File: src/rtl/xm_lsu.sv
// X-Makina load/store unit: addressing-mode arithmetic, byte-lane steering and
// a req/ack memory handshake. Define XM_LSU_TIMEOUT_EN to bound the ack wait.
module xm_lsu #(
  parameter int WORD    = 16,
  parameter int TIMEOUT = 255
) (
  input  logic              clk_i,
  input  logic              arst_i,
  input  logic              start_i,
  input  logic              we_i,
  input  logic              byteOp_i,
  input  logic [1:0]        mode_i,
  input  logic [WORD-1:0]   base_i,
  input  logic [WORD-1:0]   offs_i,
  input  logic [WORD-1:0]   data_i,
  output logic              busy_o,
  output logic              done_o,
  output logic [1:0]        err_o,
  output logic [WORD-1:0]   data_o,
  output logic              wbEn_o,
  output logic [WORD-1:0]   wbAddr_o,
  output logic              memReq_o,
  output logic              memWe_o,
  output logic [WORD-1:0]   memAdr_o,
  output logic [WORD/8-1:0] memBe_o,
  output logic [WORD-1:0]   memDat_o,
  input  logic [WORD-1:0]   memDat_i,
  input  logic              memAck_i
);

  localparam int NB = WORD / 8;
  localparam int LW = (NB > 1) ? $clog2(NB) : 1;

  localparam logic [1:0] ERR_OK  = 2'd0;
  localparam logic [1:0] ERR_MIS = 2'd1;
  localparam logic [1:0] ERR_TMO = 2'd2;

  if ((WORD % 8) != 0 || NB < 2 || (NB & (NB - 1)) != 0 || TIMEOUT < 1) begin : g_param_err
    $error("xm_lsu: WORD must give a power-of-two lane count >= 2 and TIMEOUT >= 1");
  end

  typedef enum logic [1:0] {
    S_IDLE = 2'd0,
    S_REQ  = 2'd1,
    S_DONE = 2'd2
  } state_t;

  state_t            state_q, state_d;
  logic              we_q, we_d;
  logic              byte_q, byte_d;
  logic [1:0]        mode_q, mode_d;
  logic [1:0]        err_q, err_d;
  logic [WORD-1:0]   adr_q, adr_d;
  logic [NB-1:0]     be_q, be_d;
  logic [WORD-1:0]   wdat_q, wdat_d;
  logic [WORD-1:0]   rdat_q, rdat_d;
  logic [WORD-1:0]   wb_q, wb_d;

  logic [WORD-1:0]   sz;
  logic [WORD-1:0]   ea;
  logic [WORD-1:0]   wb_val;
  logic              misal;
  logic              tmo_hit;

  function automatic logic [NB-1:0] lane_mask(input logic is_byte, input logic [LW-1:0] lane);
    logic [NB-1:0] m;
    m = is_byte ? (NB'(1) << lane) : '1;
    return m;
  endfunction

  function automatic logic [WORD-1:0] lane_replicate(input logic is_byte, input logic [WORD-1:0] d);
    logic [WORD-1:0] r;
    r = is_byte ? {NB{d[7:0]}} : d;
    return r;
  endfunction

  function automatic logic [WORD-1:0] lane_extract(input logic is_byte, input logic [LW-1:0] lane,
                                                   input logic [WORD-1:0] d);
    logic [WORD-1:0] sh;
    sh = d >> {lane, 3'b000};
    return is_byte ? {{(WORD-8){1'b0}}, sh[7:0]} : d;
  endfunction

  // Addressing-mode arithmetic on the live command inputs, wrapping mod 2^WORD.
  always_comb begin
    sz     = byteOp_i ? WORD'(1) : WORD'(NB);
    ea     = base_i;
    wb_val = base_i;
    case (mode_i)
      2'd1:    wb_val = base_i + sz;
      2'd2:    begin
        ea     = base_i - sz;
        wb_val = base_i - sz;
      end
      2'd3:    ea = base_i + offs_i;
      default: ;
    endcase
    misal = !byteOp_i && (ea[LW-1:0] != '0);
  end

`ifdef XM_LSU_TIMEOUT_EN
  localparam int CW = $clog2(TIMEOUT + 1);
  logic [CW-1:0] cnt_q, cnt_d;

  always_comb begin
    cnt_d = cnt_q;
    if (state_q == S_IDLE) begin
      cnt_d = '0;
    end else if (state_q == S_REQ && !memAck_i) begin
      cnt_d = cnt_q + CW'(1);
    end
  end

  always_ff @(posedge clk_i) begin
    if (arst_i) begin
      cnt_q <= '0;
    end else begin
      cnt_q <= cnt_d;
    end
  end

  // The count reaches TIMEOUT on this un-acked cycle.
  assign tmo_hit = (cnt_q == CW'(TIMEOUT - 1));
`else
  assign tmo_hit = 1'b0;
`endif

  always_comb begin
    state_d = state_q;
    we_d    = we_q;
    byte_d  = byte_q;
    mode_d  = mode_q;
    err_d   = err_q;
    adr_d   = adr_q;
    be_d    = be_q;
    wdat_d  = wdat_q;
    rdat_d  = rdat_q;
    wb_d    = wb_q;
    case (state_q)
      S_IDLE: begin
        if (start_i) begin
          we_d   = we_i;
          byte_d = byteOp_i;
          mode_d = mode_i;
          adr_d  = ea;
          be_d   = lane_mask(byteOp_i, ea[LW-1:0]);
          wdat_d = lane_replicate(byteOp_i, data_i);
          wb_d   = wb_val;
          if (misal) begin
            err_d   = ERR_MIS;
            state_d = S_DONE;
          end else begin
            err_d   = ERR_OK;
            state_d = S_REQ;
          end
        end
      end
      S_REQ: begin
        // Ack takes priority over a timeout expiring in the same cycle.
        if (memAck_i) begin
          if (!we_q) begin
            rdat_d = lane_extract(byte_q, adr_q[LW-1:0], memDat_i);
          end
          state_d = S_DONE;
        end else if (tmo_hit) begin
          err_d   = ERR_TMO;
          state_d = S_DONE;
        end
      end
      S_DONE: begin
        state_d = S_IDLE;
      end
      default: begin
        state_d = S_IDLE;
      end
    endcase
  end

  always_ff @(posedge clk_i) begin
    if (arst_i) begin
      state_q <= S_IDLE;
      we_q    <= 1'b0;
      byte_q  <= 1'b0;
      mode_q  <= 2'd0;
      err_q   <= ERR_OK;
      adr_q   <= '0;
      be_q    <= '0;
      wdat_q  <= '0;
      rdat_q  <= '0;
      wb_q    <= '0;
    end else begin
      state_q <= state_d;
      we_q    <= we_d;
      byte_q  <= byte_d;
      mode_q  <= mode_d;
      err_q   <= err_d;
      adr_q   <= adr_d;
      be_q    <= be_d;
      wdat_q  <= wdat_d;
      rdat_q  <= rdat_d;
      wb_q    <= wb_d;
    end
  end

  assign busy_o   = (state_q != S_IDLE);
  assign done_o   = (state_q == S_DONE);
  assign err_o    = done_o ? err_q : ERR_OK;
  assign wbEn_o   = done_o && (err_q == ERR_OK) && (mode_q == 2'd1 || mode_q == 2'd2);
  assign wbAddr_o = wb_q;
  assign data_o   = rdat_q;
  assign memReq_o = (state_q == S_REQ);
  assign memWe_o  = (state_q == S_REQ) && we_q;
  assign memAdr_o = adr_q;
  assign memBe_o  = be_q;
  assign memDat_o = wdat_q;

endmodule

File: config.mk
export PLATFORM = sky130hd
export DESIGN_NAME = xm_lsu
export DESIGN_NICKNAME = d
export VERILOG_FILES = /design/src/rtl/xm_lsu.sv
export SDC_FILE = /design/constraint.sdc
export NUM_CORES = 1
export LEC_CHECK = 0
export CAP_MARGIN = 20
export CORE_MARGIN = 5
export CORE_UTILIZATION = 44
export DETAILED_ROUTE_END_ITERATION = 12
export HOLD_SLACK_MARGIN = 0.15
export PLACE_DENSITY = 0.8
export SYNTH_ARGS = -nofsm -noshare
export SYNTH_HDL_FRONTEND = slang
export SYNTH_SLANG_ARGS = --single-unit
File: constraint.sdc
create_clock -name clk_i -period 2.4 [get_ports clk_i]
set_clock_uncertainty 0.15 [all_clocks]
set_input_delay 0.24 -clock clk_i [delete_from_list [all_inputs] [get_ports clk_i]]
set_output_delay 0.24 -clock clk_i [all_outputs]
set_load 0.005 [all_outputs]
==> results.toml, run 1 <==
[setup_path]
rrSetupSlack_ns = 0.47
reg2reg_from = "state_q[0]"
cp-start-kind = "input port"
path_class = "in2reg"
critPathArrivalTime_ns = 2.40
crit_fanout = 4
reg2reg_depth = 5
crit_path_end_kind = "flop"
required_ns = 2.47
worst_r2r_endpoint = "wbAddr_o[7]"

[synthesis]
netlist_instances = 658
synth-xor-area-share_pct = 2.10
yosys_warnings = 0
synth_top_area_cell = "dfxtp_1"
ys.flop_type = "dfxtp_1"
synth_top_family_by_area = "simple AND/OR/NAND/NOR gates"
synthTopCellsByCount = "83 x nand2_1, 76 x nor2_1, 73 x dfxtp_1"
synth.avg_cell_area_um2 = 7.62
ys_ff_latch = 73
synth_fp_nets = 756
synth-adder-area-share_pct = 6.93
syn-cell-area_um2 = 5020
synth_area_leaders = "dfxtp_1 29%, nand2_1 6.2%, ha_1 5.7%, nor2_1 5.7%, a21oi_1 5.1%"
synth_compound_area_share_pct = 26.0
muxShareOfSynthArea_pct = 3.32
ys_seq_area_share_pct = 29.1
synth_edf_count = 0
yosysMostFrequentCell = "nand2_1"
synth_cell_types = 76
async_flop_share_pct = 0
yosys.area.top_type_share_pct = 29.1
yosys.area_share.simple_pct = 26.4

[clocking]
tritoncts.num_buffers = 9
cts_tree = "built"
ctsHoldBuffers = 0
clkSlewWorstSetupHoldPaths_ns = 0.06
cts_root_buf = "clkbuf_16"
insertion_delay_ns = 0.34
cts.sinks = 73
cts_htree_levels = 3
clock_path_buffers = 2

[min_path]
hp-class = "in2reg"
holdPathStages = 2
hold_path_end = "wbAddr_o[15]"
min_from = "arst_i"

[power]
seqPwrFrac_pct = 32.9
ir_worst_vdd_uv = 366
cellPowerDensity_nw_per_um2 = 537
p_comb_share_pct = 31.7
clkPwrFrac_pct = 35.4
p_int_w = 0.00294
power.switching_w = 0.00127
leakage_nw = 3.11
report.power.total_w = 0.00420
swShare_pct = 30.1

[grt]
antenna_found_initial = 0
first_global_vias = 5608
grt_usage_pct = 24.8
overflow = 0
grt_max_degree = 63
grt_pass1_wl_mm = 27.4

[routing]
routed.top_layer = "met4"
m1WireLength_mm = 7.48
drc = 0
drt-pass1-iter-count = 5
vias = 5879
drtAntennaViolNets = 0
wl_per_cell_um = 17.1
routed_via_density = 5.70
wl_met3_mm = 1.40
first_iter_violations = 488
met2WireLength_mm = 8.43
wl_mm = 17.7

[die]
pin_count = 145
core_area_um2 = 11300
fp.dieH_um = 117
dieArea_um2 = 13600
row_count = 39
die_w_um = 117
initial_core_util_pct = 44.5

[timing]
fmax_mhz = 429
period_minus_slack_ns = 2.33
maxSlewViolCount = 0
fin_tns_setup_ns = 0
hold_viol = 0
period_share_pct = 97.0
setup_viol = 0
rsz0062_at_grt = "no"
whs_ns = 0.173

[cells_and_area]
layout-drive-gt1-share_pct = 21.1
fillerInstances = 883
nNetsFinal = 982
areaGrowthSynthToFinish_pct = 56.1
n_antenna_cell = 0
utilization_pct = 69.5

[placement]
io_buffers = 143
gp_congestion = 0.915
place_hpwl_mm = 13.6

[status]
status = "finished, final reports clean"

[flow_run]
maxCapViolCount = 0
## power by group through the flow
stage	Clock [W]	Sequential, W	Combinational [W]
6_report	0.00149	0.00138	0.00133
5_1_grt	0.00157	0.00140	0.00144
4_1_cts	0.00151	0.00138	0.00131
3_5_place_dp	0	0.00141	0.00128
3_3_place_gp	0	0.00140	0.00125
2_1_floorplan	0	0.00140	0.000601
## layer usage
| layer | vias to the layer above | global-route usage, % |
|---|---|---|
| met5 | - | 0 |
| met4 | 0 | 7.72 |
| li1 | 2856 | - |
| met2 | 270 | 41.4 |
| met1 | 2723 | 32.4 |
| met3 | 30 | 5.04 |
## stage by stage
stage / worst slack [ns] / instances / instance area [µm²]
2_1_floorplan: 0.0164 / 658 / 5020
3_3_place_gp: -0.539 / 1012 / 7340
3_5_place_dp: -0.601 / 1012 / 7340
4_1_cts: 0.00683 / 1031 / 7740
5_1_grt: 0.00803 / 1032 / 7830
6_report: 0.0711 / 1032 / 7830
## kinds of logic after synthesis
kind of cell    after synthesis
mux                          16
flops                        73
simple gates                270
other cells                   1
fa+ha+maj                    26
buf+inv                      73
xor+xnor                     12
compound gates              187
## cell type report
type	instances	area [µm²]	share of cell area, %
Clock inverter	7	103	1.31
Timing Repair Buffer	269	2410	30.7
Sequential cell	73	1460	18.7
Tap cell	143	179	2.29
Inverter	19	71.3	0.911
Clock buffer	9	225	2.88
Multi-Input combinational cell	512	3380	43.2
## sequential cells by signal, summed over array words and instances, names as in the netlist
signal and count:
state_q 2, wbAddr_o 16, byte_q 1, mode_q 2, err_q 1, we_q 1, memBe_o 2, memAdr_o 16
data_o 16, memDat_o 16
## layout by cell type, fill, tap and decap left out, types with 4 or more instances in the layout
cell / count
clkdlybuf4s50_1: 138
buf_4: 121
nand2_1: 83
nor2_1: 76
dfxtp_1: 73
a21oi_1: 50
nand3_1: 24
o21ai_0: 23
a211oi_1: 23
ha_1: 22
a311oi_1: 18
inv_1: 17
nor3_1: 17
nand3b_1: 12
mux2i_1: 11
nand4_1: 9
clkbuf_16: 9
a21o_1: 8
xnor2_1: 6
o22ai_1: 6
and2_1: 5
xor2_1: 5
a221o_1: 5
a31oi_1: 5
o21a_1: 4
## worst max-delay path: stages
cell	delay [ns]
dlygate4sd2_1	0.26
buf_4	0.15
inv_1	0.07
ha_1	0.16
fa_2	0.22
or4b_4	0.50
buf_4	0.18
o21a_1	0.21
o21a_1	0.19
o21ai_1	0.11
o211ai_1	0.09
## worst max path at each step
stage | depth (start not counted) | startpoint | endpoint | slack, ns
after floorplan | 9 | byteOp_i | wbAddr_o[11] | 0.02
after global placement | 10 | base_i[0] | memAdr_o[14] | -0.54
after detailed placement | 11 | base_i[0] | wbAddr_o[10] | -0.60
after CTS | 9 | base_i[1] | memAdr_o[15] | 0.007
after global routing | 11 | base_i[0] | memAdr_o[12] | 0.008
final | 11 | base_i[0] | memAdr_o[12] | 0.07
## timing repair
| action | 4_1_cts | 5_1_grt |
|---|---|---|
| setup endpoints to repair | 18 | 17 |
| gates resized for setup | 16 | 18 |
| buffers inserted | 3 | 1 |
| pin swaps | 3 | 11 |
Note: power is estimated with default switching activity, not from simulation.
==> run 2: changes to the inputs <==
- RECOVER_POWER: unset -> 50
- SETUP_SLACK_MARGIN: unset -> 0.3
- SLEW_MARGIN: unset -> 10
==> run 2 against run 1 <==
Compared with the run above:
- power down 1.8%
- final area up 3.8%
- flip-flop and latch count unchanged
- first-iteration DRC count up 18%
- routed wire length up 4.4%
- count of clock-buffer cells in the layout up 3
- cell count down 0.58%
- combinational power up 5%
- sequential share of layout area down 0.69 points
- global-route usage up 0.98 points
- non-clock buffer count down 6
- via count up 2.7%
- critical endpoint is now memAdr_o[14]
==> results.toml, run 2 (synthesis results as in run 1) <==
[status]
status = "finished, final reports clean"

[timing]
fmax_mhz = 454
period_share_pct = 91.7
period_minus_slack_ns = 2.20
rsz0062_at_grt = "yes"
hold_viol = 0
slew_headroom_pct = 63.2
maxSlewViolCount = 0
setup_viol = 0
worstMarginPinSlew_ns = 0.552
setup_slack_ns = 0.198

[routing]
wl_per_cell_um = 18.0
drc = 0
first_iter_violations = 575
drtAntennaViolNets = 0
vias = 6036
routed_via_density = 5.88
wl_mm = 18.5
drt-pass1-iter-count = 5

[setup_path]
required_ns = 2.50
crit_path_end_kind = "flop"
path_class = "in2reg"
cp-start-kind = "input port"
critPathArrivalTime_ns = 2.30
crit_fanout = 3

[min_path]
hp-class = "in2reg"

[cells_and_area]
final_cell_mix = "107 x buf_4, 82 x nand2_1, 75 x nor2_1"
nNetsFinal = 976
layout-drive-gt1-share_pct = 24.7
final_cells = 1026
layout_commonest_cell = "buf_4"
areaGrowthSynthToFinish_pct = 62.1
n_antenna_cell = 0

[die]
row_count = 39
initial_core_util_pct = 44.5
fp.dieH_um = 117
dieArea_um2 = 13600
die_w_um = 117
core_area_um2 = 11300
pin_count = 145

[power]
leakage_nw = 3.35
report.power.total_w = 0.00413
seqPwrFrac_pct = 33.4
p_int_w = 0.00285
p_comb_share_pct = 33.6
power.switching_w = 0.00127
ir_worst_vdd_uv = 328
swShare_pct = 30.8
clkPwrFrac_pct = 33.0
cellPowerDensity_nw_per_um2 = 507

[placement]
io_buffers = 143
gp_congestion = 0.948
place_hpwl_mm = 13.3
place_inst = 995
place_ws_ns = -0.601

[clocking]
cts.sinks = 73
insertion_delay_ns = 0.33
tritoncts.num_buffers = 9
clkSlewWorstSetupHoldPaths_ns = 0.06
cts_root_buf = "clkbuf_16"
cts_htree_levels = 3
cts_tree = "built"
clock_path_buffers = 2

[grt]
grt_pass1_wl_mm = 28.7
antenna_found_initial = 0
grt_usage_pct = 25.8
grt_max_degree = 35
first_global_vias = 6045
overflow = 0

[flow_run]
maxCapViolCount = 0
[run 2: changes by cell type in the layout (fill, tap and decap cells not counted), sizes merged, moves of 2 or more]
cell           before  now
clkdlybuf4s50     138   53
dlygate4sd3         0   67
dlygate4sd2         3   12
dlymetal6s2s        1    5
inv                20   16
buf               127  124
clkbuf              9   12
clkdlybuf4s15       0    2
clkinvlp            0    2
[run 2: what timing repair did]
| item | 4_1_cts | 5_1_grt |
|---|---|---|
| endpoints found under the hold margin | 7 | 0 |
| setup endpoints to repair | 30 | 24 |
| pin swaps | 20 | 39 |
| buffers inserted | 13 | 1 |
| hold buffers | 1 | 0 |
| resized for setup | 58 | 65 |
[run 2: per-layer routing]
layer | part of all wire (%) | GRT usage [%] | up-vias
met5 | 0 | 0 | -
li1 | - | - | 2848
met3 | 8.3 | 4.99 | 39
met1 | 41 | 31.4 | 2862
met2 | 49 | 45.6 | 287
met4 | 2.1 | 8.72 | 0
[run 2: per-stage QoR]
step           hold slack (ns)  area [µm²]  TNS, ns  util (%)
3_5_place_dp             0.293        7320    -9.94      64.9
3_3_place_gp             0.288        7320    -8.49      64.9
6_report                 0.162        8130        0      72.1
4_1_cts                  0.272        7870        0      69.8
2_1_floorplan            0.226        5120        0         -
5_1_grt                  0.166        8130        0      72.1
[run 2: final cells by class]
| type | instances | area (µm²) |
|---|---|---|
| multi-input combinational | 512 | 3660 |
| fill | 857 | 3140 |
| timing repair buffer | 263 | 2430 |
| sequential | 73 | 1460 |
| clock buffer | 12 | 246 |
| tap | 143 | 179 |
| inverter | 19 | 98.8 |
| clock inverter | 4 | 52.6 |
[run 2: power by group through the flow]
stage | sequential (W) | clock (W) | combinational (W)
final | 0.00138 | 0.00136 | 0.00139
after global routing | 0.00139 | 0.00143 | 0.00149
after CTS | 0.00138 | 0.00137 | 0.00134
after detailed placement | 0.00141 | 0 | 0.00128
after global placement | 0.00140 | 0 | 0.00124
after floorplan | 0.00140 | 0 | 0.000617
[run 2: worst max-delay path: stages]
cell	delay (ns)
clkdlybuf4s50_1	0.44
ha_4	0.30
o21a_1	0.17
o31ai_4	0.10
a21oi_2	0.23
o21ai_2	0.09
or4_4	0.48
a311oi_2	0.23
[run 2: worst paths after layout]
kind / start / endpoint / slack (ns) / cells past startpoint
hold reg to reg: data_o[14] / data_o[14] / 0.30 / 2
hold / removal: mode_i[1] / mode_q[1] / 0.16 / 3
setup reg to reg: state_q[0] / wbAddr_o[15] / 0.32 / 5
setup / recovery: offs_i[3] / memAdr_o[14] / 0.20 / 8
==> run 3: changes to the inputs <==
- CORE_MARGIN: 5 -> unset
==> run 3 against run 2 <==
Compared with the run above:
- cell count increased by 0.19%
- global-route usage rose by 4.4 points
- combinational power shrank 3%
- routed wire length decreased by 2.5%
- largest cell class unchanged
==> results.toml, run 3 (synthesis results as in run 1) <==
[routing]
wl_mm = 18.0
m1WireLength_mm = 7.79
routed_via_density = 5.84
met2WireLength_mm = 8.68
drtAntennaViolNets = 0
wl_met3_mm = 1.09
routed.top_layer = "met4"
wl_per_cell_um = 17.5
drc = 0
first_iter_violations = 540
vias = 5999
drt-pass1-iter-count = 5

[timing]
hold_viol = 0
fmax_mhz = 472
period_minus_slack_ns = 2.12
period_share_pct = 88.4
setup_viol = 0
setup_slack_ns = 0.279
maxSlewViolCount = 0
rsz0062_at_grt = "yes"

[grt]
overflow = 0
antenna_found_initial = 0
grt_max_degree = 53
first_global_vias = 5649
grt_usage_pct = 30.2
grt_pass1_wl_mm = 27.8

[status]
status = "finished, final reports clean"

[cells_and_area]
final_cell_mix = "113 x buf_4, 83 x nand2_1, 73 x nor2_1, 73 x dfxtp_1, 61 x dlygate4sd3_1"
fillerInstances = 814
layout_commonest_cell = "buf_4"
nNetsFinal = 981
areaGrowthSynthToFinish_pct = 61.6
utilization_pct = 73.8
final_area_um2 = 8110
layout-drive-gt1-share_pct = 25.0
n_antenna_cell = 0

[clocking]
clock_path_buffers = 2
cts_htree_levels = 3
clkSlewWorstSetupHoldPaths_ns = 0.07
tritoncts.num_buffers = 9
cts_tree = "built"
insertion_delay_ns = 0.34
cts_root_buf = "clkbuf_16"
cts.sinks = 73

[placement]
io_buffers = 143
place_ws_ns = -0.508
place_hpwl_mm = 12.6
gp_congestion = 0.851
postPlaceCellArea_um2 = 7290

[setup_path]
critPathBufInv = 6
crit_fanout = 2
path_class = "in2reg"
path_cells = "buf_4, clkinvlp_4, fa_2, and2b_2, o31ai_4, a21oi_2, buf_4, buf_6, buf_4, buf_4, nor3_2, nand3b_1, a311oi_1"
reg2reg_from = "state_q[0]"
critPathArrivalTime_ns = 2.23
required_ns = 2.51
cp-start-kind = "input port"
crit_start = "base_i[1]"
cpMostUsedCell = "buf_4"
cpMaxStageDelayCell = "fa_2"
crit_path_end_kind = "flop"
cp_slowest_stage_delay_ns = 0.41
critPathTopFamily = "buffers and inverters"

[power]
leakage_nw = 3.33
ir_worst_vdd_uv = 408
report.power.total_w = 0.00424
cellPowerDensity_nw_per_um2 = 523

[min_path]
hp-class = "in2reg"
min_from = "arst_i"

[flow_run]
maxCapViolCount = 0

[die]
initial_core_util_pct = 45.7
pin_count = 145
die_w_um = 109
dieArea_um2 = 11800
fp.dieH_um = 109
row_count = 38
core_area_um2 = 11000
run 3: worst paths after layout:
kind | to | slack [ns] | cells after the start
max reg2reg | memAdr_o[12] | 0.48 | 7
max | memAdr_o[10] | 0.28 | 13
min | mode_q[1] | 0.20 | 2
min reg2reg | memDat_o[3] | 0.30 | 2
run 3: per-stage QoR:
step           hold WS (ns)  setup TNS (ns)  instances
5_1_grt               0.188               0       1028
2_1_floorplan         0.226               0        658
3_3_place_gp          0.288           -8.36        989
6_report              0.197               0       1028
3_5_place_dp          0.296           -9.17        989
4_1_cts               0.175               0       1025
run 3: final cells by class:
| cell class | instances | area, µm² | area share [%] |
|---|---|---|---|
| sequential | 73 | 1460 | 18.0 |
| inverter | 19 | 91.3 | 1.13 |
| multi-input combinational | 512 | 3610 | 44.6 |
| clock inverter | 7 | 103 | 1.27 |
| tap | 140 | 175 | 2.16 |
| timing repair buffer | 268 | 2440 | 30.1 |
| clock buffer | 9 | 225 | 2.78 |
run 3: layer usage:
metal | global-route usage, % | vias to the layer above
met2 | 51.7 | 268
met5 | 0 | -
met3 | 4.66 | 39
met1 | 38.0 | 2835
met4 | 11.6 | 0
li1 | - | 2857
run 3: timing repair:
action | CTS | global route
endpoints found under the setup margin | 28 | 24
gates cloned | 0 | 0
resized for setup | 73 | 33
pin swaps | 32 | 26
setup buffers | 20 | 2
hold buffers | 0 | 1
endpoints found under the hold margin | 0 | 1
run 3: worst register-to-register path, cell delays in order (launching register included):
cell and delay (ns):
dfxtp_1 0.35, nor2_1 0.21, and2_0 0.26, buf_4 0.29
nor2_1 0.07, nor2_1 0.21, nand3_1 0.12, o211ai_1 0.18
run 3: report_power, final:
| group | total, W | switching [W] | internal, W |
|---|---|---|---|
| sequential | 0.00139 | 0.0000701 | 0.00132 |
| combinational | 0.00135 | 0.000665 | 0.000688 |
| clock | 0.00150 | 0.000579 | 0.000920 |
| total | 0.00424 | 0.00131 | 0.00292 |
